--- config.mk ---
export PLATFORM = sky130hd
export DESIGN_NAME = fb_writer_flat
export DESIGN_NICKNAME = d
export VERILOG_FILES = /design/src/rtl/fb_writer_if.sv /design/src/rtl/fb_writer.sv /design/src/flat_wrapper.sv
export SDC_FILE = /design/constraint.sdc
export NUM_CORES = 1
export LEC_CHECK = 0
export BUFFER_PORTS_ARGS = -buffer_cell sky130_fd_sc_hd__buf_4
export CORE_ASPECT_RATIO = 0.6
export CORE_MARGIN = 3
export CORE_UTILIZATION = 55
export CTS_CLUSTER_DIAMETER = 120
export DETAILED_ROUTE_END_ITERATION = 8
export PLACE_DENSITY = 0.77
export SKIP_CTS_REPAIR_TIMING = 1
export SYNTH_ARGS = -nofsm -noshare
export SYNTH_HDL_FRONTEND = slang
export SYNTH_SLANG_ARGS = --single-unit
--- constraint.sdc ---
create_clock -name clk -period 4.3 [get_ports clk]
set_input_delay 0.86 -clock clk [delete_from_list [all_inputs] [get_ports clk]]
set_output_delay 0.86 -clock clk [all_outputs]
set_load 0.02 [all_outputs]
--- src/rtl/fb_writer_if.sv ---
// Pixel-stream in / frame-memory write-port out bundle for fb_writer.
// slave = the writer block, master = the pixel source / memory side.
interface fb_writer_if;
  logic        pix_valid;
  logic        pix_sof;
  logic [23:0] pix_data;
  logic        pix_ready;
  logic        wr_en;
  logic [18:0] wr_addr;
  logic [23:0] wr_data;
  logic        frame_done;
  logic        sof_err;

  modport slave (
    input  pix_valid, pix_sof, pix_data,
    output pix_ready, wr_en, wr_addr, wr_data, frame_done, sof_err
  );

  modport master (
    output pix_valid, pix_sof, pix_data,
    input  pix_ready, wr_en, wr_addr, wr_data, frame_done, sof_err
  );
endinterface

--- src/rtl/fb_writer.sv ---
// Raster pixel stream to frame-memory writes; write port registered (1-cycle latency).
// Ready is high except for the single DONE cycle after each completed frame.
module fb_writer #(
  parameter int H_RES = 640,
  parameter int V_RES = 480
) (
  input  logic        clk,
  input  logic        rst,
  fb_writer_if.slave  bus
);

  localparam int XW = (H_RES > 1) ? $clog2(H_RES) : 1;
  localparam int YW = (V_RES > 1) ? $clog2(V_RES) : 1;

  typedef enum logic [1:0] {IDLE, WRITE, DONE} state_t;

  state_t        state_q, state_d;
  logic [XW-1:0] x_q, x_d, cur_x;
  logic [YW-1:0] y_q, y_d, cur_y;
  logic [18:0]   addr_q, addr_d, cur_addr;

  logic          ready, xfer, write, restart, last;

  logic          wr_en_q;
  logic [18:0]   wr_addr_q;
  logic [23:0]   wr_data_q;
  logic          frame_done_q;
  logic          sof_err_q;

  always_ff @(posedge clk or posedge rst) begin
    if (rst) state_q <= IDLE;
    else     state_q <= state_d;
  end

  always_comb begin
    state_d = state_q;
    case (state_q)
      IDLE:    if (write) state_d = last ? DONE : WRITE;
      WRITE:   if (write && last) state_d = DONE;
      DONE:    state_d = IDLE;
      default: state_d = IDLE;
    endcase
  end

  // A write either continues the raster or, on a restart/new frame, starts from (0,0).
  always_comb begin
    ready   = (state_q != DONE);
    xfer    = bus.pix_valid & ready;
    write   = 1'b0;
    restart = 1'b0;
    case (state_q)
      IDLE:  write = xfer & bus.pix_sof;
      WRITE: begin
        write   = xfer;
        restart = xfer & bus.pix_sof & ((x_q != '0) || (y_q != '0));
      end
      default: ;
    endcase
    cur_x    = (state_q == IDLE || restart) ? '0 : x_q;
    cur_y    = (state_q == IDLE || restart) ? '0 : y_q;
    cur_addr = (state_q == IDLE || restart) ? '0 : addr_q;
    last     = (cur_x == XW'(H_RES - 1)) && (cur_y == YW'(V_RES - 1));
  end

  always_comb begin
    x_d    = x_q;
    y_d    = y_q;
    addr_d = addr_q;
    if (state_q == DONE) begin
      x_d    = '0;
      y_d    = '0;
      addr_d = '0;
    end else if (write) begin
      if (last) begin
        x_d    = '0;
        y_d    = '0;
        addr_d = '0;
      end else begin
        addr_d = cur_addr + 19'd1;
        if (cur_x == XW'(H_RES - 1)) begin
          x_d = '0;
          y_d = cur_y + YW'(1);
        end else begin
          x_d = cur_x + XW'(1);
          y_d = cur_y;
        end
      end
    end
  end

  always_ff @(posedge clk or posedge rst) begin
    if (rst) begin
      x_q          <= '0;
      y_q          <= '0;
      addr_q       <= '0;
      wr_en_q      <= 1'b0;
      wr_addr_q    <= '0;
      wr_data_q    <= '0;
      frame_done_q <= 1'b0;
      sof_err_q    <= 1'b0;
    end else begin
      x_q          <= x_d;
      y_q          <= y_d;
      addr_q       <= addr_d;
      wr_en_q      <= write;
      wr_addr_q    <= write ? cur_addr : wr_addr_q;
      wr_data_q    <= write ? bus.pix_data : wr_data_q;
      frame_done_q <= write & last;
      sof_err_q    <= restart;
    end
  end

  assign bus.pix_ready  = ready;
  assign bus.wr_en      = wr_en_q;
  assign bus.wr_addr    = wr_addr_q;
  assign bus.wr_data    = wr_data_q;
  assign bus.frame_done = frame_done_q;
  assign bus.sof_err    = sof_err_q;

endmodule

--- src/flat_wrapper.sv ---
// flat-port wrapper written by rule: the top's interface ports become plain ports
module fb_writer_flat 
#(
  parameter int H_RES = 640,
  parameter int V_RES = 480
)
  (clk, rst, bus_pix_valid, bus_pix_sof, bus_pix_data, bus_pix_ready, bus_wr_en, bus_wr_addr, bus_wr_data, bus_frame_done, bus_sof_err);
  fb_writer_if bus_i ();
  input  logic clk;
  input  logic rst;
  input wire logic [$bits(bus_i.pix_valid)-1:0] bus_pix_valid;
  input wire logic [$bits(bus_i.pix_sof)-1:0] bus_pix_sof;
  input wire logic [$bits(bus_i.pix_data)-1:0] bus_pix_data;
  output wire logic [$bits(bus_i.pix_ready)-1:0] bus_pix_ready;
  output wire logic [$bits(bus_i.wr_en)-1:0] bus_wr_en;
  output wire logic [$bits(bus_i.wr_addr)-1:0] bus_wr_addr;
  output wire logic [$bits(bus_i.wr_data)-1:0] bus_wr_data;
  output wire logic [$bits(bus_i.frame_done)-1:0] bus_frame_done;
  output wire logic [$bits(bus_i.sof_err)-1:0] bus_sof_err;
  assign bus_i.pix_valid = bus_pix_valid;
  assign bus_i.pix_sof = bus_pix_sof;
  assign bus_i.pix_data = bus_pix_data;
  assign bus_pix_ready = bus_i.pix_ready;
  assign bus_wr_en = bus_i.wr_en;
  assign bus_wr_addr = bus_i.wr_addr;
  assign bus_wr_data = bus_i.wr_data;
  assign bus_frame_done = bus_i.frame_done;
  assign bus_sof_err = bus_i.sof_err;
  fb_writer #(.H_RES(H_RES), .V_RES(V_RES)) u_core (.clk(clk), .rst(rst), .bus(bus_i));
endmodule
==> metrics.txt <==
# TYPE chip_impl_metric gauge
chip_impl_info{name="outcome",value="finished clean"} 1
chip_impl_metric{name="worst_ep_required_time",unit="ps"} 4540
chip_impl_metric{name="clkSinkCount",unit=""} 86
chip_impl_metric{name="yosysUniqueCellTypes",unit=""} 55
chip_impl_info{name="synth_area_leader_cell",value="dfrtp_1"} 1
chip_impl_metric{name="power.internal",unit="W"} 0.00148
chip_impl_metric{name="synthesis.nets",unit=""} 461
chip_impl_metric{name="hold-worst-slack",unit="ps"} 398
chip_impl_metric{name="detail_route.first_pass.iterations",unit=""} 6
chip_impl_metric{name="wl",unit="mm"} 11.1
chip_impl_metric{name="synthToLayoutAreaGrowth",unit="%"} 21.2
chip_impl_metric{name="routed_via_density",unit=""} 6.20
chip_impl_metric{name="comb_power_share",unit="%"} 17.5
chip_impl_info{name="worstPathCellList",value="nor4_1 -> buf_4 -> a21o_2 -> and3_1 -> buf_4 -> nand2_1 -> inv_1 -> ha_1 -> nand3_1 -> nor2_1 -> and3_1 -> a41oi_2 -> a31oi_1"} 1
chip_impl_metric{name="vdd_ir_drop_max",unit="mV"} 0.280
chip_impl_metric{name="wl_per_cell",unit="µm"} 18.3
chip_impl_info{name="yosysMostFrequentCell",value="nand2_1"} 1
chip_impl_metric{name="ys_seq_elements",unit=""} 86
chip_impl_metric{name="post-route-util",unit="%"} 69.5
chip_impl_metric{name="cts-htree-levels",unit=""} 3
chip_impl_metric{name="first_pass_grt_wire_length",unit="mm"} 17.9
chip_impl_metric{name="drc",unit=""} 0
chip_impl_metric{name="nNetsFinal",unit=""} 530
chip_impl_metric{name="die_x",unit="µm"} 119
chip_impl_metric{name="die_height",unit="µm"} 73.8
chip_impl_info{name="post_synth_main_area_contributors",value="dfrtp_1 51%, nand2_1 8.4%, a22o_1 4.4%"} 1
chip_impl_metric{name="initial_utilization",unit="%"} 57.3
chip_impl_metric{name="syn_avg_cell_area",unit="µm²"} 9.81
chip_impl_metric{name="globalRouteOverflowTotal",unit=""} 0
chip_impl_metric{name="powerDensity",unit="nW/µm²"} 404
chip_impl_metric{name="diodes",unit=""} 0
chip_impl_info{name="synth_commonest_cells",value="94 x nand2_1, 86 x dfrtp_1, 26 x a31oi_1"} 1
chip_impl_metric{name="finClkSkew",unit="ps"} 7.94
chip_impl_metric{name="clkLatencyLatePin",unit="ps"} 340
chip_impl_metric{name="timing_hold_violations_final",unit=""} 0
chip_impl_metric{name="port_bufs",unit=""} 74
chip_impl_metric{name="die_area",unit="µm²"} 8790
chip_impl_metric{name="global_router_s_overall_resource_usage",unit="%"} 25.9
chip_impl_info{name="cp_top_family",value="simple AND/OR/NAND/NOR gates"} 1
chip_impl_metric{name="power.sequential.fraction",unit="%"} 43.8
chip_impl_metric{name="cts.path.max_buffers",unit=""} 2
chip_impl_metric{name="p_switching",unit="W"} 0.000585
chip_impl_metric{name="timing.critical_path.buf_inv",unit=""} 3
chip_impl_metric{name="timing.fmax",unit="MHz"} 264
chip_impl_metric{name="min_period_over_period",unit="%"} 88.1
chip_impl_metric{name="crit_path_max_incr_delay",unit="ps"} 610
chip_impl_metric{name="ios",unit=""} 75
chip_impl_metric{name="grt_start_max_net_pins",unit=""} 53
chip_impl_metric{name="netlist.area_leader.share",unit="%"} 51.0
chip_impl_metric{name="design_power_total",unit="W"} 0.00207
chip_impl_metric{name="synth_edf_count",unit=""} 0
chip_impl_metric{name="post_route_cells_drive_above_1_share",unit="%"} 23.8
chip_impl_metric{name="initial_antenna_violation_count",unit=""} 0
chip_impl_metric{name="dr_total_vias",unit=""} 3767
chip_impl_metric{name="via_count_of_the_first_global_routing_pass",unit=""} 3453
chip_impl_metric{name="timing_worst_slew_pin_value",unit="ps"} 813
chip_impl_metric{name="p_leak",unit="nW"} 2.42
chip_impl_metric{name="final.setup.tns",unit="ps"} 0
chip_impl_metric{name="crit_fanout",unit=""} 12
chip_impl_metric{name="place_hpwl",unit="mm"} 7.53
chip_impl_metric{name="cts-buffers-inserted",unit=""} 9
chip_impl_metric{name="drt-initial-drc-count",unit=""} 445
chip_impl_metric{name="synth_seq_area_share",unit="%"} 51.0
chip_impl_metric{name="synthCells",unit=""} 430
chip_impl_metric{name="globalplace.congestion",unit=""} 1.03
chip_impl_info{name="rsz0062_at_grt",value="false"} 1
chip_impl_metric{name="ys_async_sr_fraction",unit="%"} 100
chip_impl_metric{name="core.rowCount",unit=""} 24
chip_impl_metric{name="timing.final.crit_period",unit="ps"} 3790
chip_impl_metric{name="timing.critical_path.arrival",unit="ps"} 4020
chip_impl_info{name="crit-reg2reg-launch",value="u_core.x_q[7]"} 1
chip_impl_info{name="critPathSlowestCell",value="nor2_1"} 1
chip_impl_info{name="critPathLaunchType",value="register"} 1
chip_impl_metric{name="yosys_warnings",unit=""} 0
chip_impl_metric{name="r2r_setup_slack",unit="ps"} 510
chip_impl_info{name="worst_r2r_endpoint",value="u_core.addr_q[18]"} 1
chip_impl_metric{name="p_sw_share",unit="%"} 28.3
chip_impl_metric{name="power_frac_clock",unit="%"} 38.7
chip_impl_metric{name="synth.cell_area",unit="µm²"} 4220
chip_impl_metric{name="report.final.slew_viol_count",unit=""} 0
chip_impl_info{name="criticalPathCategory",value="register to register"} 1
chip_impl_metric{name="worst_slew_margin_rel",unit="%"} 45.8
chip_impl_metric{name="post-place-ws",unit="ps"} 395
chip_impl_info{name="clk_root_buffer_cell",value="clkbuf_16"} 1
chip_impl_info{name="hold_path_class",value="primary input to async pin"} 1
chip_impl_metric{name="core_area",unit="µm²"} 7360
chip_impl_info{name="critPathCaptureType",value="register"} 1
chip_impl_metric{name="cts.clk_slew.worst_paths",unit="ps"} 60
chip_impl_info{name="dominantRegCellSynth",value="dfrtp_1"} 1
chip_impl_metric{name="max_cap_violations",unit=""} 0
chip_impl_metric{name="worst_r2r_path_depth",unit=""} 13
chip_impl_metric{name="final-setup-viol-count",unit=""} 0
chip_impl_info{name="clock_tree_from_tritoncts",value="done"} 1
chip_impl_metric{name="route.antenna.remaining_nets",unit=""} 0
chip_impl_metric{name="layout_setup_ws",unit="ps"} 513
[worst reg2reg max path, cell delays in order, from the launching register on]
cell	delay (ps)
dfrtp_1	450
nor4_1	350
buf_4	200
a21o_2	280
and3_1	300
buf_4	240
nand2_1	120
inv_1	70
ha_1	190
nand3_1	260
nor2_1	610
and3_1	260
a41oi_2	110
a31oi_1	240
[kinds of logic (layout without fill, tap and decap cells)]
| family | after synthesis | count (layout) | synth area share (%) |
|---|---|---|---|
| simple gates | 198 | 198 | 23.1 |
| fa+ha+maj | 3 | 3 | 0.890 |
| flops | 86 | 86 | 51.0 |
| mux | 5 | 5 | 1.22 |
| compound gates | 93 | 93 | 16.9 |
| buf+inv | 39 | 113 | 5.55 |
| xor+xnor | 6 | 6 | 1.25 |
[worst max path at each step]
stage | startpoint | end | slack, ps | depth (start not counted)
floorplan | bus_pix_sof | u_core.addr_q[18] | 970 | 14
global placement | bus_pix_sof | u_core.y_q[7] | 550 | 12
detailed placement | bus_pix_sof | u_core.y_q[7] | 400 | 12
CTS | u_core.x_q[7] | u_core.addr_q[18] | 660 | 13
global route | u_core.y_q[3] | u_core.addr_q[18] | 270 | 12
finish | u_core.x_q[7] | u_core.addr_q[18] | 510 | 13
[sequential cells by signal, indices dropped and copies added (netlist names)]
register               count
u_core.bus.wr_en           1
u_core.x_q                10
u_core.bus.sof_err         1
u_core.addr_q             19
u_core.bus.wr_data        24
u_core.bus.frame_done      1
u_core.state_q             2
u_core.y_q                 9
u_core.bus.wr_addr        19
[cell type report]
| class | count | area [µm²] |
|---|---|---|
| Fill cell | 570 | 2240 |
| Sequential cell | 86 | 2150 |
| Multi-Input combinational cell | 305 | 1840 |
| Timing Repair Buffer | 84 | 631 |
| Clock buffer | 11 | 253 |
| Tap cell | 104 | 130 |
| Clock inverter | 5 | 57.6 |
| Inverter | 13 | 50.0 |
[per-layer routing]
layer  vias up  wire length, µm  global-route usage [%]
li1       1710                -                       -
met4         0              117                    7.96
met1      1837             4990                    39.0
met3        20             1220                    9.08
met5         -                0                       0
met2       200             4780                    34.8
[layout by cell type (no fill, tap or decap), drive strengths merged, types with 4 or more instances in the layout]
cell / netlist / routed
nand2: 94 / 94
dfrtp: 86 / 86
buf: 15 / 84
a31oi: 26 / 26
nand3: 25 / 25
a22o: 21 / 21
nor2: 15 / 15
nand4: 13 / 13
inv: 13 / 12
and3: 11 / 11
clkbuf: 11 / 11
nor3: 10 / 10
o21ai: 9 / 9
a41oi: 9 / 9
a21oi: 7 / 7
and2: 6 / 6
and4: 5 / 5
o211ai: 5 / 5
xor2: 5 / 5
or3: 5 / 5
clkinv: 0 / 5
nor4: 4 / 4
mux2i: 4 / 4
[power by group through the flow]
stage | sequential (W) | combinational [W] | clock [W]
after floorplan | 0.000957 | 0.000184 | 0
after global placement | 0.000915 | 0.000350 | 0
after detailed placement | 0.000919 | 0.000358 | 0
after CTS | 0.000905 | 0.000361 | 0.000813
after global routing | 0.000912 | 0.000393 | 0.000854
final | 0.000905 | 0.000362 | 0.000801
[stage by stage]
stage	std cells	instance area [µm²]
after global placement	592	4800
after detailed placement	592	4800
after floorplan	430	4220
final	608	5110
after CTS	608	5110
after global routing	608	5110
Power figures use the tool's default switching activity.
